==> src/rtl/risc16_mem_pkg.sv <==
// Shared constants for the RISC16 memory subsystem.
// - Owner tags mark which requester an in-flight read belongs to.
// - Default memory geometry: 1024 x 32-bit words.
// - HLT opcode, which the core also uses.
package risc16_mem_pkg;

  localparam int ADDR_W_DEF = 10;
  localparam int DATA_W_DEF = 32;

  localparam logic [1:0] OWN_NONE = 2'd0;
  localparam logic [1:0] OWN_IF   = 2'd1;
  localparam logic [1:0] OWN_DM   = 2'd2;
  localparam logic [1:0] OWN_LD   = 2'd3;

  localparam logic [5:0] OP_HLT = 6'h3F;

endpackage

==> src/rtl/risc16_rsp_tagpipe.sv <==
// Read-response owner tracking for the memory arbiter.
// Ports:
//   clk1, rst          clock, async active-high reset
//   tag_in             owner of the read granted this cycle (OWN_NONE if none)
//   if/dm/ld_rvalid    one-cycle pulse when mem_rdata belongs to that owner
// Stage 0 lines up with the registered mem_* command. Stage 1 lines up with
// mem_rdata, so decoding stage 1 gives the rvalids.
module risc16_rsp_tagpipe
  import risc16_mem_pkg::*;
(
  input  logic       clk1,
  input  logic       rst,
  input  logic [1:0] tag_in,
  output logic       if_rvalid,
  output logic       dm_rvalid,
  output logic       ld_rvalid
);

  logic [1:0][1:0] tag_pipe;

  // A reset clears both stages, so reads already in flight are dropped.
  always_ff @(posedge clk1 or posedge rst) begin
    if (rst) tag_pipe <= '0;
    else     tag_pipe <= {tag_pipe[0], tag_in};
  end

  assign if_rvalid = (tag_pipe[1] == OWN_IF);
  assign dm_rvalid = (tag_pipe[1] == OWN_DM);
  assign ld_rvalid = (tag_pipe[1] == OWN_LD);

endmodule

==> src/rtl/risc16_mem_arbiter.sv <==
// Single-port RAM arbiter for the RISC16 core.
// - Three requesters share one synchronous RAM: fetch (IF, read only),
//   MEM-stage load/store (DM) and the loader/debug port (LD).
// - The grant is combinational. The granted command is registered onto mem_*.
// - Read data comes back two cycles after the grant, on the requester's
//   rvalid line.
// Ports:
//   clk1, rst                   clock, async active-high reset
//   halted                      masks IF requests
//   if_*/dm_*/ld_*              request / grant / rvalid per requester
//   rsp_rdata                   shared read data (copy of mem_rdata)
//   mem_en/we/addr/wdata        registered RAM command
//   mem_rdata                   RAM output, valid the cycle after mem_en
//   locked                      loader holds exclusive ownership
module risc16_mem_arbiter
  import risc16_mem_pkg::*;
#(
  parameter int ADDR_W   = ADDR_W_DEF,
  parameter int DATA_W   = DATA_W_DEF,
  parameter int MAX_WAIT = 4
) (
  input  logic              clk1,
  input  logic              rst,
  input  logic              halted,
  input  logic              if_req,
  input  logic [ADDR_W-1:0] if_addr,
  output logic              if_gnt,
  output logic              if_rvalid,
  input  logic              dm_req,
  input  logic              dm_we,
  input  logic [ADDR_W-1:0] dm_addr,
  input  logic [DATA_W-1:0] dm_wdata,
  output logic              dm_gnt,
  output logic              dm_rvalid,
  input  logic              ld_req,
  input  logic              ld_lock,
  input  logic              ld_we,
  input  logic [ADDR_W-1:0] ld_addr,
  input  logic [DATA_W-1:0] ld_wdata,
  output logic              ld_gnt,
  output logic              ld_rvalid,
  output logic [DATA_W-1:0] rsp_rdata,
  output logic              mem_en,
  output logic              mem_we,
  output logic [ADDR_W-1:0] mem_addr,
  output logic [DATA_W-1:0] mem_wdata,
  input  logic [DATA_W-1:0] mem_rdata,
  output logic              locked
);

  localparam int CW = $clog2(MAX_WAIT + 1);

  logic          if_act;
  logic          boost;
  logic [CW-1:0] wait_cnt;

  logic              cmd_en, cmd_we;
  logic [ADDR_W-1:0] cmd_addr;
  logic [DATA_W-1:0] cmd_wdata;
  logic [1:0]        cmd_tag;

  // A halted core's fetch request counts as no request.
  assign if_act = if_req && !halted;
  assign boost  = (wait_cnt == CW'(MAX_WAIT));

  // Priority: locked LD > boosted IF > LD > DM > IF.
  // Grants are also forced low during reset.
  always_comb begin
    if_gnt = 1'b0;
    dm_gnt = 1'b0;
    ld_gnt = 1'b0;
    if (!rst) begin
      if (locked)               ld_gnt = ld_req;
      else if (boost && if_act) if_gnt = 1'b1;
      else if (ld_req)          ld_gnt = 1'b1;
      else if (dm_req)          dm_gnt = 1'b1;
      else if (if_act)          if_gnt = 1'b1;
    end
  end

  // Build the command of the granted requester. It is all zeros when idle.
  always_comb begin
    cmd_en    = if_gnt | dm_gnt | ld_gnt;
    cmd_we    = (dm_gnt & dm_we) | (ld_gnt & ld_we);
    cmd_addr  = '0;
    cmd_wdata = '0;
    cmd_tag   = OWN_NONE;
    if (if_gnt) begin
      cmd_addr = if_addr;
      cmd_tag  = OWN_IF;
    end else if (dm_gnt) begin
      cmd_addr  = dm_addr;
      cmd_wdata = dm_wdata;
      cmd_tag   = dm_we ? OWN_NONE : OWN_DM;
    end else if (ld_gnt) begin
      cmd_addr  = ld_addr;
      cmd_wdata = ld_wdata;
      cmd_tag   = ld_we ? OWN_NONE : OWN_LD;
    end
  end

  always_ff @(posedge clk1 or posedge rst) begin
    if (rst) begin
      mem_en    <= 1'b0;
      mem_we    <= 1'b0;
      mem_addr  <= '0;
      mem_wdata <= '0;
      locked    <= 1'b0;
      wait_cnt  <= '0;
    end else begin
      mem_en    <= cmd_en;
      mem_we    <= cmd_we;
      mem_addr  <= cmd_addr;
      mem_wdata <= cmd_wdata;
      // The lock is taken on a granted locking access. It is held only while
      // ld_lock stays high.
      locked    <= (locked || ld_gnt) && ld_lock;
      // The wait count saturates at MAX_WAIT and stays there through a held
      // lock, so IF wins as soon as the lock drops.
      if (if_act && !if_gnt) begin
        if (!boost) wait_cnt <= wait_cnt + CW'(1);
      end else begin
        wait_cnt <= '0;
      end
    end
  end

  risc16_rsp_tagpipe u_tagpipe (
    .clk1      (clk1),
    .rst       (rst),
    .tag_in    (cmd_tag),
    .if_rvalid (if_rvalid),
    .dm_rvalid (dm_rvalid),
    .ld_rvalid (ld_rvalid)
  );

  assign rsp_rdata = mem_rdata;

endmodule

==> config.mk <==
export PLATFORM = sky130hd
export DESIGN_NAME = risc16_mem_arbiter
export DESIGN_NICKNAME = d
export VERILOG_FILES = /design/src/rtl/risc16_mem_pkg.sv /design/src/rtl/risc16_rsp_tagpipe.sv /design/src/rtl/risc16_mem_arbiter.sv
export SDC_FILE = /design/constraint.sdc
export NUM_CORES = 1
export LEC_CHECK = 0
export CAP_MARGIN = 20
export CORE_AREA = 3 3 83 85
export CTS_CLUSTER_DIAMETER = 200
export DETAILED_ROUTE_END_ITERATION = 7
export DIE_AREA = 0 0 86 88
export DONT_BUFFER_PORTS = 1
export PLACE_DENSITY_LB_ADDON = 0.15
export REMOVE_ABC_BUFFERS = 1
export SLEW_MARGIN = 20
export SYNTH_ARGS = -nofsm -noshare
export SYNTH_HDL_FRONTEND = slang
export SYNTH_SLANG_ARGS = --single-unit
==> constraint.sdc <==
create_clock -name clk1 -period 1.9 [get_ports clk1]
set_input_delay 0.38 -clock clk1 [delete_from_list [all_inputs] [get_ports clk1]]
set_output_delay 0.38 -clock clk1 [all_outputs]
set_load 0.02 [all_outputs]
## Yosys cells after proc, flatten, opt, wreduce, memory -nomap -nowiden

Index checks and enable logic that the tools add are counted.

- Add/sub/neg operators: 1
- Multiply operators: 0
- Div/mod/pow operators: 0
- Order comparisons: 0
- Eq/ne operators: 5
- Shifts and indexed selects: 0
- Muxes and demuxes: 28
- Bitwise logic cells: 5
- Reduce and logical (&&, ||, !) cells: 7

Operators by type and width:

| operator | number |
|---|---|
| 32-bit 2-to-1 mux | 3 |
| 10-bit 2-to-1 mux | 3 |
| 1-bit 2-to-1 mux | 15 |
| 2-bit 2-to-1 mux | 5 |
| 3-bit 2-to-1 mux | 2 |
| 2-bit equality test (second input constant) | 2 |
| 1-bit logical AND | 4 |
| 3-bit by 1-bit adder with 3-bit output (second input constant) | 1 |
| 3-bit equality test (second input constant) | 1 |
| 1-bit OR | 3 |
| 1-bit AND | 2 |
| 2-bit by 1-bit equality test with 1-bit output (second input constant) | 1 |
| 1-bit zero test | 2 |
| 2-bit != test (second input constant) | 1 |
| 1-bit logical OR | 1 |

- Flip-flop bits (word level): 52
- Latch bits: 0
- RAM bits: 0
- Memory bits (read-only): 0
- Logic and storage cells: 54
- Memories: 0

## Logic depth before layout (Yosys ltp)

Gate-level depths: netlist of the first run.

- Depth after elaboration: 11
- Gate-level depth with buffers: 7
- Mapped depth without buffers: 6

## Hierarchy

Synthesis of the first run repeated with hierarchy kept, for this count alone.

- Cells, all modules: 207
- Area, all modules: 2371.0 um^2

Modules (own cells, without submodules):

| module | times used | cells an instance | area an instance (um^2) | seq. area each (um^2) |
|---|---|---|---|---|
| risc16_mem_arbiter | 1 | 199 | 2244.7 | 1201.2 |
| risc16_rsp_tagpipe | 1 | 8 | 126.4 | 100.1 |

## Worst setup path after synthesis of the first run

Ideal clock, no wire load.

- Kind: reg2out
- Start point: reg locked
- End point: out if_gnt
- Arrival: 1.483 ns
- Required time: 1.520 ns
- Slack: 0.037 ns
- Stages on the path, launching flop included: 4
- Cells stage by stage: dfrtp_1 > or4b_1 > or2_4 > inv_1

- Word-level cells in the longest chain between the ends: 2

Ends and longest elaborated chain:

| element | RTL line | text |
|---|---|---|
| start: declaration | risc16_mem_arbiter.sv:48 | `output logic locked` |
| start signal: assignment | risc16_mem_arbiter.sv:117 | `locked <= (locked \|\| ld_gnt) && ld_lock;` |
| 1-bit 2-to-1 mux | risc16_mem_arbiter.sv:73 | `if (locked) ld_gnt = ld_req;` |
| 1-bit 2-to-1 mux | risc16_mem_arbiter.sv:72 | `if (!rst) begin` |
| end: declaration | risc16_mem_arbiter.sv:27 | `output logic if_gnt,` |

Every way passes these cells.

## Worst setup path in the final report of the first run

Ends and elaborated chain as after synthesis.

==> impl_results.md, run 1 <==
- Via count: 1690
- Combinational power share: 0.102
- Pin count of the biggest net entering global routing: 32
- Synth Register Bits: 52
- Routability cong.: 0.7626
- Global-route wire length before repair: 9680 µm
- P&R area growth vs syn: 8.841%
- GRT met2 Usage: 0.2425
- PnR worst setup slack: -0.09312 ns
- Initial antenna violation count: 0
- Sequential share of power: 0.596
- MaxCap Viol Count: 0
- CTS sink cnt: 52
- Pre-CTS setup slack: -0.07014 ns
- Sequential fraction of the synthesis area: 0.5506
- Met3 track demand over resource: 0.1148
- # rows: 29
- Area of the multi-input gates: 777.0 µm²
- Buffer depth of the longest clock path: 2
- Clk pwr share: 0.302
- GRT Overall Usage: 0.1766
- Dpl cells: 256
- WHS: 0.1637 ns
- Io pins: 218
- Worst-Skew Late Latency: 0.30 ns
- Hold Fails Final Rpt: 0
- Finished Layout Cells: 278
- CP Class: flip-flop to output pin
- RSZ-0062 raised after global routing: yes
- Initial Util: 0.3765
- I/O Buffers: 0
- Register Area: 1301 µm²
- Max H-tree Level: 2
- Antenna fix cells: 0
- Vias in the first global route: 1663
- Worst path max stage delay: 0.50 ns
- Detailed Route WL: 7048 µm
- Slew headroom: 0.6613
- Die Span X: 86 µm
- Worst Path Required: 1.52 ns
- Utilization after layout: 0.4098
- Tightest Hold Check Type: input port to flip-flop
- Max frequency: 501.7 MHz
- Synth Area per Inst: 11.47 µm²
- CP Cell Sequence: or4b_4 -> or2_4 -> clkinvlp_4
- Slew @ Worst Pin: 0.5073 ns
- CP Capture Type: output pin
- CTS Root Cell: clkbuf_8
- Die span in y: 88 µm
- Max VDD drop: 0.3836 mV
- Drt wl/cell: 25.35 µm
- Slew Limit Fails: 0
- Yosys cell types: 32
- # nets final: 337
- Sw Share: 0.2826
- Core footprint: 6277 µm²
- Number of CTS-inserted buffers: 5
- Crit path buffers/inverters: 1
- PnR Total Power: 2146 µW
- Iteration-0 DRC Markers: 51
- Tmin final: 1.993 ns
- Internal power: 1540 µW
- Delay-heaviest family, CP: simple AND/OR/NAND/NOR gates
- Slowest cell on the critical path: or4b_4
- Failing checks: negative setup slack
- Final period utilization: 1.049
- Post-Syn Area: 2364 µm²
- Proportion of layout cells with a drive suffix above 1: 0.2687
- Die area: 7568 µm²
- CTS tree: done
- DR vias/cell: 6.079
- Met1 GRT Util: 0.2237
- Clk pin slew, worst setup/hold paths: 0.10 ns
- Pwr dens: 834.2 nW/µm²
- Initial DRT Pass Iterations: 4
- Fillers: 601
- Final setup fails: 3
- Gate Count Post-Synth: 206
- GR peak layer: met2
- Leakage: 0.001166 µW
- Remaining antenna violation count: 0
- Hpwl dp: 5310 µm
- Total global routing overflow: 0
- Net switching power: 606.5 µW
- Ys Warns: 0
- Status: finished, violations left
- DRC: 0
- CP max FO: 3
- Startpoint Class: flip-flop
- Worst EP arrival: 1.61 ns
- Worst Skew: 0.005985 ns
metal layers:
layer / wire length, µm / up-vias
li1: - / 709
met1: 2884 / 837
met2: 3179 / 138
met3: 910 / 4
met4: 23 / 2
met5: 50 / -
layout make-up:
type | instances | share of cell area
Sequential cell | 52 | 0.5058
Multi-Input combinational cell | 102 | 0.3020
Timing Repair Buffer | 33 | 0.1065
Tap cell | 77 | 0.03745
Clock buffer | 5 | 0.02675
Inverter | 6 | 0.01265
Clock inverter | 3 | 0.008755
path summary, 6_finish.rpt:
check	from	to	slack, ns	cells past startpoint
worst min register to register	u_tagpipe.tag_pipe[1]	u_tagpipe.tag_pipe[3]	0.37	0
worst max-delay path	locked	if_gnt	-0.09	3
worst max register to register	wait_cnt[0]	mem_wdata[1]	0.11	9
worst min-delay path	ld_we	u_tagpipe.tag_pipe[1]	0.16	1
max in group asynchronous	rst	mem_wdata[18]	0.79	3
min in group asynchronous	rst	mem_addr[8]	0.56	2
power by group through the flow:
| stage | Clock (µW) | Sequential, µW | Combinational (µW) |
|---|---|---|---|
| finish | 647 | 1280 | 219 |
| global route | 724 | 1290 | 242 |
| CTS | 686 | 1280 | 220 |
| detailed placement | 0 | 1300 | 195 |
| global placement | 0 | 1300 | 184 |
| floorplan | 0 | 1290 | 121 |
cells by family after synthesis:
family,after synthesis,share of synthesized area
compound gates,63,0.2107
fa+ha+maj,2,0.01059
buf+inv,52,0.1398
flops,52,0.5506
simple gates,37,0.08841
state kept, by name, indices dropped and copies added, names as in the netlist:
signal and cells:
mem_wdata 32, mem_addr 10, u_tagpipe.tag_pipe 4, wait_cnt 3
locked 1, mem_en 1, mem_we 1
Yosys cell counts, drive strengths merged:
| master | number | area [µm²] |
|---|---|---|
| o32ai | 1 | 8.760 |
| or4b | 1 | 10.01 |
| or2 | 2 | 15.02 |
| clkinv | 2 | 7.510 |
| clkbuf | 7 | 26.28 |
| nand4b | 1 | 8.760 |
| o22ai | 1 | 6.260 |
| a22o | 33 | 289.0 |
| nor2 | 2 | 7.510 |
| o21bai | 1 | 7.510 |
| a31oi | 10 | 62.56 |
| ha | 2 | 25.02 |
| and2 | 2 | 12.51 |
| nor3 | 11 | 55.05 |
| nor2b | 3 | 18.77 |
| nand3b | 1 | 7.510 |
| o21ai | 4 | 23.77 |
| a2bb2oi | 1 | 8.760 |
| inv | 4 | 15.01 |
| nand2b | 1 | 6.260 |
| o21a | 1 | 7.510 |
| o211ai | 10 | 75.07 |
| nand2 | 1 | 3.750 |
| nor4b | 1 | 8.760 |
| nand3 | 11 | 55.05 |
| dfrtp | 52 | 1301 |
| buf | 39 | 281.5 |
| a2111oi | 1 | 8.760 |
worst register-to-register path, stage by stage (launching register included):
cell	delay, ns
dfrtp_1	0.40
inv_2	0.09
ha_4	0.13
nand4b_1	0.18
buf_4	0.21
nand2_4	0.07
clkinv_4	0.06
buf_4	0.15
buf_4	0.16
a22o_1	0.24
through the flow:
step | TNS [ns] | instance area, µm²
floorplan | -31.23 | 2056
global placement | 0 | 2326
detailed placement | -0.07014 | 2326
CTS | -0.3175 | 2560
global route | -0.4378 | 2572
finish | -0.2004 | 2572
what timing repair did:
action | in CTS | in global routing
setup buffers | 11 | 3
hold buffers | 1 | 0
gates resized for setup | 14 | 2
setup endpoints to repair | 3 | 3
gates cloned | 0 | 0
pin swaps | 5 | 3
endpoints found under the hold margin | 21 | 0
placed cells by master, fill, tap and decap left out, drive strengths merged, types with 4 or more instances in the layout:
master,instances
dfrtp,52
clkinv,4
nand3,11
inv,4
a22o,33
a31oi,10
clkbuf,5
buf,32
o21ai,4
nor3,11
o211ai,10
Power figures use the tool's default switching activity.
==> run 2, diff against run 1 <==
--- a/config.mk
+++ b/config.mk
@@ -11,6 +11,7 @@
 export DETAILED_ROUTE_END_ITERATION = 7
 export DIE_AREA = 0 0 86 88
 export DONT_BUFFER_PORTS = 1
+export GPL_TIMING_DRIVEN = 0
 export PLACE_DENSITY_LB_ADDON = 0.15
 export REMOVE_ABC_BUFFERS = 1
 export SLEW_MARGIN = 20
==> impl_results.md, run 2 (synthesis gave the netlist of run 1 again) <==
- # rows: 29 (unchanged)
- WHS: 0.1679 ns (was 0.1637 ns)
- Top sig layer: met5 (unchanged)
- CTS tree: done (unchanged)
- Number of CTS-inserted buffers: 5 (unchanged)
- Most flops, register: mem_wdata (unchanged)
- Hpwl dp: 5031 µm (was 5310 µm)
- Dpl cells: 239 (was 256)
- Tightest Hold Check Type: input port to flip-flop (unchanged)
- Worst EP arrival: 1.81 ns (was 1.61 ns)
- RSZ-0062 raised after global routing: yes (unchanged)
- Max VDD drop: 0.3030 mV (was 0.3836 mV)
- MaxCap Viol Count: 0 (unchanged)
- CP Class: flip-flop to output pin (unchanged)
- Failing checks: negative setup slack (unchanged)
- Iteration-0 DRC Markers: 66 (was 51)
- Number of flip-flops in the largest register: 32 (unchanged)
- Commonest non-fill, non-tap cell in the layout: dfrtp_1 (unchanged)
- DRC: 0 (unchanged)
- Remaining antenna violation count: 0 (unchanged)
- Worst path max stage delay: 0.57 ns (was 0.50 ns)
- Worst-Skew Late Latency: 0.30 ns (about the same)
- I/O Buffers: 0 (unchanged)
- M1 WL: 2866 µm (was 2884 µm)
- # nets final: 323 (was 337)
- Proportion of layout cells with a drive suffix above 1: 0.2086 (was 0.2687)
- Crit path buffers/inverters: 1 (unchanged)
- Delay-heaviest family, CP: simple AND/OR/NAND/NOR gates (unchanged)
- Met2 WL: 3485 µm (was 3179 µm)
- CP max FO: 6 (was 3)
- Routed met3 length: 1049 µm (was 910 µm)
- Slew @ Worst Pin: 0.8860 ns (was 0.5073 ns)
- Buffer depth of the longest clock path: 2 (unchanged)
- Slowest cell on the critical path: dfrtp_4 (was or4b_4)
- Startpoint Class: flip-flop (unchanged)
- Max frequency: 457.6 MHz (was 501.7 MHz)
- Die area: 7568 µm² (unchanged)
- Slew headroom: 0.4081 (was 0.6613)
- Leakage: 0.001107 µW (was 0.001166 µW)
- Tmin final: 2.185 ns (was 1.993 ns)
- Clk pin slew, worst setup/hold paths: 0.09 ns (was 0.10 ns)
- Fillers: 605 (was 601)
- Via count: 1683 (was 1690)
- Max H-tree Level: 2 (unchanged)
- Status: finished, violations left (unchanged)
- Total global routing overflow: 0 (unchanged)
- Global-route wire length before repair: 10470 µm (was 9680 µm)
- Pre-CTS setup slack: -1.663 ns (was -0.07014 ns)
- Final period utilization: 1.150 (was 1.049)
- Initial antenna violation count: 0 (unchanged)
- Die Span X: 86 µm (unchanged)
- Utilization after layout: 0.4016 (was 0.4098)
- Slew Limit Fails: 0 (unchanged)
- Pin count of the biggest net entering global routing: 32 (unchanged)
- Pwr dens: 841.3 nW/µm² (was 834.2 nW/µm²)
- Initial DRT Pass Iterations: 4 (unchanged)
- Leading cell types in the layout, fill and taps excluded: dfrtp_1, a22o_1, nand3_1, nor3_1 (was dfrtp_1, a22o_1, buf_4)
- P&R area growth vs syn: 6.670% (was 8.841%)
- CTS sink cnt: 52 (unchanged)
- Worst Skew: 0.006014 ns (was 0.005985 ns)
- Drt wl/cell: 28.48 µm (was 25.35 µm)
- Vias in the first global route: 1710 (was 1663)
- GRT Overall Usage: 0.1930 (was 0.1766)
- Worst Path Required: 1.52 ns (about the same)
- CTS Root Cell: clkbuf_8 (unchanged)
- Routability cong.: 0.7487 (was 0.7626)
- Antenna fix cells: 0 (unchanged)
- Die span in y: 88 µm (unchanged)
- CP Capture Type: output pin (unchanged)
- DR vias/cell: 6.375 (was 6.079)
- Initial Util: 0.3765 (unchanged)
- Finished Layout Cells: 264 (was 278)
- PnR worst setup slack: -0.2851 ns (was -0.09312 ns)
- Hold Fails Final Rpt: 0 (unchanged)
- Core footprint: 6277 µm² (unchanged)
- Biggest regs: mem_wdata: 32 flops, mem_addr: 10 flops, u_tagpipe.tag_pipe: 4 flops (unchanged)
- Final setup fails: 2 (was 3)
- Detailed Route WL: 7520 µm (was 7048 µm)
- CP Cell Sequence: or4b_4 -> or2_4 -> clkinvlp_4 (unchanged)
- Io pins: 218 (unchanged)
run 2: cell count changes in the layout (fill, tap and decap cells not counted), sizes merged:
cell	before	now
clkdlybuf4s18	0	1
clkinvlp	1	2
nand4b	1	2
clkbuf	5	6
buf	32	12
clkinv	4	6
run 2: worst register-to-register path: cells and delay by family (launching register included):
kind            cells  cell delay (ns)
simple gates        2             0.79
flops               1             0.57
compound gates      1             0.16
buf+inv             1             0.19
run 2: path summary, 6_finish.rpt:
check	start	endpoint	slack, ns	cells after the start
min	ld_we	u_tagpipe.tag_pipe[1]	0.17	1
min in group asynchronous	rst	wait_cnt[2]	0.55	2
max reg2reg	locked	mem_addr[1]	0.12	4
max in group asynchronous	rst	locked	0.82	3
max	locked	if_gnt	-0.29	3
min reg2reg	u_tagpipe.tag_pipe[0]	u_tagpipe.tag_pipe[2]	0.36	0
run 2: cell type report:
type / count / area, µm² / share of cell area
well taps: 77 / 96.34 / 0.03821
flip-flops and latches: 52 / 1305 / 0.5176
inverters: 6 / 43.79 / 0.01737
repair buffers: 14 / 140.1 / 0.05558
repair inverters: 4 / 33.78 / 0.01340
clock buffers: 6 / 72.57 / 0.02878
multi-input cells: 103 / 813.3 / 0.3226
clock inverters: 2 / 16.27 / 0.006452
run 2: layer usage:
layer | global-route usage | vias to the layer above
met5 | 0.06494 | -
met4 | 0.05899 | 2
met2 | 0.2824 | 143
met1 | 0.2288 | 840
met3 | 0.1223 | 9
li1 | - | 689
run 2: power breakdown:
part | total [µW] | switching (µW) | internal (µW)
sequential | 1280 | 112 | 1170
clock | 629 | 367 | 263
combinational | 207 | 119 | 88.6
run 2: through the flow:
| stage | setup TNS [ns] | total power [µW] | area [µm²] |
|---|---|---|---|
| 2_1_floorplan | -31.23 | 1415 | 2056 |
| 3_3_place_gp | -77.78 | 1454 | 2152 |
| 3_5_place_dp | -64.35 | 1469 | 2183 |
| 4_1_cts | -0.4622 | 2143 | 2519 |
| 5_1_grt | -0.6178 | 2219 | 2521 |
| 6_report | -0.4220 | 2121 | 2521 |
run 2: repair_timing:
| action | CTS | global route |
|---|---|---|
| endpoints found under the setup margin | 53 | 11 |
| gates cloned | 5 | 0 |
| setup buffers | 11 | 0 |
| pin swaps | 6 | 2 |
| endpoints found under the hold margin | 21 | 0 |
| hold buffers | 1 | 0 |
| resized for setup | 24 | 1 |
